<file path="src/rtl/alu_arith_scheduler_pkg.sv">
// Shared definitions for the arithmetic-unit scheduler: op codes, FSM encoding
// and the default datapath width used by both the scheduler and the unit.
package alu_arith_scheduler_pkg;

  localparam int ALU_WIDTH = 16;

  localparam logic [1:0] OP_ADD = 2'b00;
  localparam logic [1:0] OP_SUB = 2'b01;
  localparam logic [1:0] OP_MUL = 2'b10;
  localparam logic [1:0] OP_DIV = 2'b11;

  typedef enum logic [1:0] {
    S_IDLE  = 2'b00,
    S_ISSUE = 2'b01,
    S_WAIT  = 2'b10,
    S_RESP  = 2'b11
  } state_e;

endpackage

</file>
<file path="src/rtl/alu_arith_scheduler_if.sv">
// Bundle of the two request channels, the tagged response channel and the
// arithmetic-unit side signals of the scheduler.
//
// Handshake rule for every channel: a transfer happens on a rising clock edge
// where valid and ready are both high; the producer holds its payload stable
// while valid is high and ready is low.
interface alu_arith_scheduler_if
  import alu_arith_scheduler_pkg::*;
#(
  parameter int width = ALU_WIDTH
) ();

  logic             req0_valid;
  logic             req0_ready;
  logic [width-1:0] req0_a;
  logic [width-1:0] req0_b;
  logic [1:0]       req0_fun;

  logic             req1_valid;
  logic             req1_ready;
  logic [width-1:0] req1_a;
  logic [width-1:0] req1_b;
  logic [1:0]       req1_fun;

  logic             resp_valid;
  logic             resp_ready;
  logic             resp_id;
  logic [width-1:0] resp_data;
  logic             resp_carry;
  logic             resp_err;

  logic [width-1:0] alu_a;
  logic [width-1:0] alu_b;
  logic [1:0]       alu_fun;
  logic             alu_en;
  logic [width-1:0] alu_out;
  logic             alu_carry;
  logic             alu_flag;

  // Environment side: requesters, response consumer and the arithmetic unit.
  modport master (
    output req0_valid, req0_a, req0_b, req0_fun,
    output req1_valid, req1_a, req1_b, req1_fun,
    output resp_ready, alu_out, alu_carry, alu_flag,
    input  req0_ready, req1_ready,
    input  resp_valid, resp_id, resp_data, resp_carry, resp_err,
    input  alu_a, alu_b, alu_fun, alu_en
  );

  // Scheduler side.
  modport slave (
    input  req0_valid, req0_a, req0_b, req0_fun,
    input  req1_valid, req1_a, req1_b, req1_fun,
    input  resp_ready, alu_out, alu_carry, alu_flag,
    output req0_ready, req1_ready,
    output resp_valid, resp_id, resp_data, resp_carry, resp_err,
    output alu_a, alu_b, alu_fun, alu_en
  );

endinterface

</file>
<file path="src/rtl/alu_arith_scheduler_arbiter.sv">
// Two-way round-robin grant. The last-grant pointer moves only when a grant
// is actually issued, so requester 0 wins the first tie after reset.
module alu_rr_arbiter2 (
  input  logic       clk,
  input  logic       rst,
  input  logic [1:0] i_valid,
  input  logic       i_enable,
  output logic [1:0] o_grant
);

  logic r_last;

  // On a tie the requester that did not win last time is served.
  assign o_grant[0] = i_enable & i_valid[0] & (~i_valid[1] | r_last);
  assign o_grant[1] = i_enable & i_valid[1] & (~i_valid[0] | ~r_last);

  always_ff @(posedge clk or negedge rst) begin
    if (!rst) begin
      r_last <= 1'b1;
    end else if (|o_grant) begin
      r_last <= o_grant[1];
    end
  end

endmodule

</file>
<file path="src/rtl/alu_arith_scheduler.sv">
// Shares one registered-latency arithmetic unit between two requesters:
// round-robin accept, single enable pulse, result capture, tagged response.
module alu_arith_scheduler
  import alu_arith_scheduler_pkg::*;
#(
  parameter int width   = ALU_WIDTH,
  parameter int TIMEOUT = 4
) (
  input  logic                 clk,
  input  logic                 rst,
  alu_arith_scheduler_if.slave bus,
  output logic                 busy,
  output state_e               dbg_state
);

  localparam int TW = $clog2(TIMEOUT + 1);

  state_e           r_state;
  state_e           w_next;
  logic [width-1:0] r_a;
  logic [width-1:0] r_b;
  logic [1:0]       r_fun;
  logic             r_id;
  logic [TW-1:0]    r_timer;
  logic [width-1:0] r_resp_data;
  logic             r_resp_carry;
  logic             r_resp_err;

  logic [1:0]       w_grant;
  logic             w_idle;
  logic             w_accept;
  logic             w_sel_id;
  logic [width-1:0] w_sel_a;
  logic [width-1:0] w_sel_b;
  logic [1:0]       w_sel_fun;
  logic             w_div_zero;
  logic             w_timeout;

  assign w_idle = (r_state == S_IDLE);

  alu_rr_arbiter2 u_arb (
    .clk      (clk),
    .rst      (rst),
    .i_valid  ({bus.req1_valid, bus.req0_valid}),
    .i_enable (w_idle),
    .o_grant  (w_grant)
  );

  assign w_accept   = |w_grant;
  assign w_sel_id   = w_grant[1];
  assign w_sel_a    = w_sel_id ? bus.req1_a   : bus.req0_a;
  assign w_sel_b    = w_sel_id ? bus.req1_b   : bus.req0_b;
  assign w_sel_fun  = w_sel_id ? bus.req1_fun : bus.req0_fun;
  assign w_div_zero = (w_sel_fun == OP_DIV) && (w_sel_b == '0);
  // Last waiting cycle: the timer would reach TIMEOUT on this edge.
  assign w_timeout  = (r_timer == TW'(TIMEOUT - 1));

  always_ff @(posedge clk or negedge rst) begin
    if (!rst) begin
      r_state <= S_IDLE;
    end else begin
      r_state <= w_next;
    end
  end

  always_comb begin
    w_next = r_state;
    case (r_state)
      S_IDLE:  if (w_accept) w_next = w_div_zero ? S_RESP : S_ISSUE;
      S_ISSUE: w_next = S_WAIT;
      S_WAIT:  if (bus.alu_flag || w_timeout) w_next = S_RESP;
      S_RESP:  if (bus.resp_ready) w_next = S_IDLE;
      default: w_next = S_IDLE;
    endcase
  end

  always_ff @(posedge clk or negedge rst) begin
    if (!rst) begin
      r_a          <= '0;
      r_b          <= '0;
      r_fun        <= '0;
      r_id         <= 1'b0;
      r_timer      <= '0;
      r_resp_data  <= '0;
      r_resp_carry <= 1'b0;
      r_resp_err   <= 1'b0;
    end else begin
      case (r_state)
        S_IDLE: begin
          if (w_accept) begin
            r_a   <= w_sel_a;
            r_b   <= w_sel_b;
            r_fun <= w_sel_fun;
            r_id  <= w_sel_id;
            // Divide-by-zero is answered without touching the unit.
            if (w_div_zero) begin
              r_resp_data  <= '0;
              r_resp_carry <= 1'b0;
              r_resp_err   <= 1'b1;
            end
          end
        end
        S_ISSUE: r_timer <= '0;
        S_WAIT: begin
          if (bus.alu_flag) begin
            r_resp_data  <= bus.alu_out;
            r_resp_carry <= bus.alu_carry;
            r_resp_err   <= 1'b0;
          end else begin
            r_timer <= r_timer + TW'(1);
            if (w_timeout) begin
              r_resp_data  <= '0;
              r_resp_carry <= 1'b0;
              r_resp_err   <= 1'b1;
            end
          end
        end
        default: ;
      endcase
    end
  end

  assign bus.req0_ready = w_grant[0];
  assign bus.req1_ready = w_grant[1];

  assign bus.alu_en  = (r_state == S_ISSUE);
  assign bus.alu_a   = w_idle ? '0 : r_a;
  assign bus.alu_b   = w_idle ? '0 : r_b;
  assign bus.alu_fun = w_idle ? '0 : r_fun;

  assign bus.resp_valid = (r_state == S_RESP);
  assign bus.resp_id    = r_id;
  assign bus.resp_data  = r_resp_data;
  assign bus.resp_carry = r_resp_carry;
  assign bus.resp_err   = r_resp_err;

  assign busy      = ~w_idle;
  assign dbg_state = r_state;

endmodule
</file>
<file path="src/flat_wrapper.sv">
// flat-port wrapper written by rule: the top's interface ports become plain ports
module alu_arith_scheduler_flat import alu_arith_scheduler_pkg::*;
#(
  parameter int width   = ALU_WIDTH,
  parameter int TIMEOUT = 4
)
  (clk, rst, busy, dbg_state, bus_req0_valid, bus_req0_a, bus_req0_b, bus_req0_fun, bus_req1_valid, bus_req1_a, bus_req1_b, bus_req1_fun, bus_resp_ready, bus_alu_out, bus_alu_carry, bus_alu_flag, bus_req0_ready, bus_req1_ready, bus_resp_valid, bus_resp_id, bus_resp_data, bus_resp_carry, bus_resp_err, bus_alu_a, bus_alu_b, bus_alu_fun, bus_alu_en);
  alu_arith_scheduler_if #(.width(width)) bus_i ();
  input  logic clk;
  input  logic rst;
  output logic busy;
  output state_e dbg_state;
  input wire logic [$bits(bus_i.req0_valid)-1:0] bus_req0_valid;
  input wire logic [$bits(bus_i.req0_a)-1:0] bus_req0_a;
  input wire logic [$bits(bus_i.req0_b)-1:0] bus_req0_b;
  input wire logic [$bits(bus_i.req0_fun)-1:0] bus_req0_fun;
  input wire logic [$bits(bus_i.req1_valid)-1:0] bus_req1_valid;
  input wire logic [$bits(bus_i.req1_a)-1:0] bus_req1_a;
  input wire logic [$bits(bus_i.req1_b)-1:0] bus_req1_b;
  input wire logic [$bits(bus_i.req1_fun)-1:0] bus_req1_fun;
  input wire logic [$bits(bus_i.resp_ready)-1:0] bus_resp_ready;
  input wire logic [$bits(bus_i.alu_out)-1:0] bus_alu_out;
  input wire logic [$bits(bus_i.alu_carry)-1:0] bus_alu_carry;
  input wire logic [$bits(bus_i.alu_flag)-1:0] bus_alu_flag;
  output wire logic [$bits(bus_i.req0_ready)-1:0] bus_req0_ready;
  output wire logic [$bits(bus_i.req1_ready)-1:0] bus_req1_ready;
  output wire logic [$bits(bus_i.resp_valid)-1:0] bus_resp_valid;
  output wire logic [$bits(bus_i.resp_id)-1:0] bus_resp_id;
  output wire logic [$bits(bus_i.resp_data)-1:0] bus_resp_data;
  output wire logic [$bits(bus_i.resp_carry)-1:0] bus_resp_carry;
  output wire logic [$bits(bus_i.resp_err)-1:0] bus_resp_err;
  output wire logic [$bits(bus_i.alu_a)-1:0] bus_alu_a;
  output wire logic [$bits(bus_i.alu_b)-1:0] bus_alu_b;
  output wire logic [$bits(bus_i.alu_fun)-1:0] bus_alu_fun;
  output wire logic [$bits(bus_i.alu_en)-1:0] bus_alu_en;
  assign bus_i.req0_valid = bus_req0_valid;
  assign bus_i.req0_a = bus_req0_a;
  assign bus_i.req0_b = bus_req0_b;
  assign bus_i.req0_fun = bus_req0_fun;
  assign bus_i.req1_valid = bus_req1_valid;
  assign bus_i.req1_a = bus_req1_a;
  assign bus_i.req1_b = bus_req1_b;
  assign bus_i.req1_fun = bus_req1_fun;
  assign bus_i.resp_ready = bus_resp_ready;
  assign bus_i.alu_out = bus_alu_out;
  assign bus_i.alu_carry = bus_alu_carry;
  assign bus_i.alu_flag = bus_alu_flag;
  assign bus_req0_ready = bus_i.req0_ready;
  assign bus_req1_ready = bus_i.req1_ready;
  assign bus_resp_valid = bus_i.resp_valid;
  assign bus_resp_id = bus_i.resp_id;
  assign bus_resp_data = bus_i.resp_data;
  assign bus_resp_carry = bus_i.resp_carry;
  assign bus_resp_err = bus_i.resp_err;
  assign bus_alu_a = bus_i.alu_a;
  assign bus_alu_b = bus_i.alu_b;
  assign bus_alu_fun = bus_i.alu_fun;
  assign bus_alu_en = bus_i.alu_en;
  alu_arith_scheduler #(.width(width), .TIMEOUT(TIMEOUT)) u_core (.clk(clk), .rst(rst), .bus(bus_i), .busy(busy), .dbg_state(dbg_state));
endmodule
</file>
<file path="config.mk">
export PLATFORM = sky130hd
export DESIGN_NAME = alu_arith_scheduler_flat
export DESIGN_NICKNAME = d
export VERILOG_FILES = /design/src/rtl/alu_arith_scheduler_pkg.sv /design/src/rtl/alu_arith_scheduler_if.sv /design/src/rtl/alu_arith_scheduler_arbiter.sv /design/src/rtl/alu_arith_scheduler.sv /design/src/flat_wrapper.sv
export SDC_FILE = /design/constraint.sdc
export NUM_CORES = 1
export LEC_CHECK = 0
export ABC_AREA = 1
export CORE_MARGIN = 4
export CORE_UTILIZATION = 45
export CTS_CLUSTER_SIZE = 24
export DETAILED_ROUTE_END_ITERATION = 10
export HOLD_SLACK_MARGIN = 0.1
export PLACE_DENSITY = 0.88
export SLEW_MARGIN = 10
export SYNTH_ARGS = -nofsm -noshare
export SYNTH_HDL_FRONTEND = slang
export SYNTH_HIERARCHICAL = 1
export SYNTH_SLANG_ARGS = --single-unit
</file>
<file path="constraint.sdc">
create_clock -name clk -period 5.87 [get_ports clk]
set_input_delay 0.8805 -clock clk [delete_from_list [all_inputs] [get_ports clk]]
set_output_delay 0.8805 -clock clk [all_outputs]
set_load 0.005 [all_outputs]
</file>
==> flow_summary_export.csv <==
group,metric,value,unit
drt,drt-met1-wl,3620,µm
yosys,ys_ff_latch,59,
finish,nNetsFinal,701,
power,p_switching,0.000861,W
yosys,synth_area,3230,µm²
clock_network,cts.sinks,59,
finish,layout-drive-gt1-share,4.76,%
yosys,synth_commonest_cells,"nand2_1 (156), nor2_1 (75), inv_1 (70)",
drt,drt-initial-drc-count,143,
critical_path,critPathRequiredTime,4990,ps
global_routing,grtUsageTotal,20.9,%
sta,min_period,3390,ps
critical_path,cp-start-kind,"input pin",
power,p_sw_share,36.8,%
critical_path,cp-end-kind,"output pin",
clock_network,insertion_delay,340,ps
clock_network,clockRootBuffer,"clkbuf_8",
floorplan,die_h,92.7,µm
drt,vias_per_cell,4.81,
yosys,synth_fp_nets,559,
finish,areaGrowthSynthToFinish,53.6,%
power,leakage,2.51,nW
yosys,synth_ff_type,"dfrtp_1",
power,combinationalPowerShare,52.1,%
sta,period_share,57.8,%
critical_path,arrival,2510,ps
drt,route.detailed.drc,0,
clock_network,htree_levels,3,
power,seqPwrFrac,30.3,%
sta,fin_skew,11.7,ps
clock_network,clk_pin_slew_worst_paths,70,ps
yosys,synthTopCellsByArea,"dfrtp_1 (45%), nand2_1 (18%), nor2_1 (8.7%)",
drt,wl_met2,4620,µm
floorplan,start_util,47.0,%
outcome,run_status,"finished, final reports clean",
clock_network,cts_buffers,9,
floorplan,row_count,30,
sta,tightest_slew,723,ps
global_routing,antenna_found_initial,0,
yosys,syn_avg_cell_area,6.99,µm²
global_routing,grt_pass1_wl,14600,µm
clock_network,clockBufferDepth,2,
yosys,synth_top_area_cell,"dfrtp_1",
yosys,syn_inst,462,
yosys,netlist-cell-type-count,24,
power,powerDensity,471,nW/µm²
yosys,async_flop_share,100,%
sta,slew_viol_final,0,
drt,drtPass1Iterations,4,
min_path,min_path_type,"reg2reg",
yosys,post-synth-top-count-cell,"nand2_1",
yosys,synth-edff-count,0,
global_routing,grt_overflow,0,
drt,num_vias,3389,
finish,fin_util,72.3,%
finish,n_antenna_cell,0,
drt,wirelength,9040,µm
floorplan,fp.dieArea,8600,µm²
floorplan,die_w,92.7,µm
global_routing,grt_start_max_net_pins,60,
placement,dp_cells,689,
floorplan,ios,151,
sta,hold_viol_final,0,
yosys,synth-seq-area-share,45.7,%
sta,slew_headroom,51.8,%
drt,top_layer,"met4",
power,ir_worst_vdd,0.232,mV
yosys,synth_top_cell_area_share,44.9,%
critical_path,cp_max_fo,39,
clock_network,cts_resized,0,
sta,tns,0,ps
clock_network,cts_setup_buffers,0,
floorplan,core_area,6870,µm²
drt,wl_met3,690,µm
placement,place_area,4740,µm²
global_routing,grt_pass1_vias,3292,
finish,fill_cells,563,
finish,fin_area,4960,µm²
sta,setup_viol,0,
placement,port_buffers,150,
clock_network,cts_tree,"done",
clock_network,holdBufCountCts,0,
placement,place_congestion,0.773,
power,pwr-share-clk,17.6,%
run,cap_violations,0,
sta,rsz0062_at_grt,"false",
drt,avgRoutedWirePerCell,12.8,µm
power,intPower,0.00148,W
critical_path,crit_type,"in2out",
sta,clock.fmax,0.295,GHz
yosys,yosysWarningCount,6,
drt,drtAntennaViolNets,0,
finish,stdcell_count,705,
placement,hpwl,6780,µm
final timing paths:
path                                    startpoint                       to  slack [ps]  cells past startpoint
max                                 bus_req1_valid           bus_req1_ready        2480                      7
min                        u_core/bus.resp_data[0]  u_core/bus.resp_data[0]         480                      2
max reg2reg                    u_core/dbg_state[0]    u_core/bus.resp_carry        2790                     17
min reg2reg                u_core/bus.resp_data[0]  u_core/bus.resp_data[0]         480                      2
max in group asynchronous                      rst           u_core/r_a[12]        4700                      2
min in group asynchronous                      rst           u_core/r_b[14]         680                      2
metal layers:
metal  GRT usage (%)  vias up
met5               0        -
met4            6.11        0
met3            5.61       13
met2            36.7      134
met1            25.2     1572
li1                -     1670
layout make-up:
cell class,instances,area [µm²],share of cell area (%)
multi-input cells,309,1350,27.2
repair buffers,154,1530,30.8
well taps,96,120,2.42
flip-flops and latches,59,1480,29.8
inverters,71,267,5.37
clock inverters,7,98.8,1.99
clock buffers,9,124,2.50
power by group through the flow:
stage               clock [W]  combinational, W  sequential [W]
floorplan                   0          0.000595        0.000696
global placement            0           0.00119        0.000706
detailed placement          0           0.00122        0.000716
CTS                  0.000422           0.00123        0.000710
global route         0.000443           0.00135        0.000734
finish               0.000413           0.00122        0.000708
stage by stage:
stage                     total power (W)  hold slack [ps]  setup slack, ps
after detailed placement          0.00194              466             2220
after CTS                         0.00236              482             2470
after floorplan                   0.00129              446             3510
after global placement            0.00189              457             2330
after global routing              0.00252              512             2320
final                             0.00234              478             2480
state kept, by name (all words and copies together), names as in the netlist:
signal,count
u_core/r_a,16
u_core/dbg_state,2
u_core/u_arb/r_last,1
u_core/bus.resp_carry,1
u_core/bus.resp_err,1
u_core/bus.resp_id,1
u_core/bus.resp_data,16
u_core/r_timer,3
u_core/r_b,16
u_core/r_fun,2
worst max-delay path, stage by stage:
cell and delay [ps]:
clkdlybuf4s50_1 480, nand2_1 60, inv_1 40, nand2_1 50
inv_1 50, buf_4 340, clkdlybuf4s50_1 590
cell families (layout without fill, tap and decap cells):
logic type / after synthesis / in the layout / share of synthesized area, %
AOI/OAI and AO/OA: 44 / 44 / 7.63
buffers and inverters: 94 / 241 / 12.5
DFF: 59 / 59 / 45.7
adders and majority gates: 6 / 6 / 2.32
and+or+nand+nor: 259 / 259 / 31.8
placed cells by master, fill, tap and decap left out, types with 6 or more instances in the layout:
master,count
nand2_1,156
nor2_1,75
o21ai_0,22
ha_1,6
dfrtp_1,58
clkdlybuf4s50_1,149
nand3_1,20
inv_1,70
clkbuf_8,9
a31oi_1,16
Note: power is estimated with default switching activity, not from simulation.
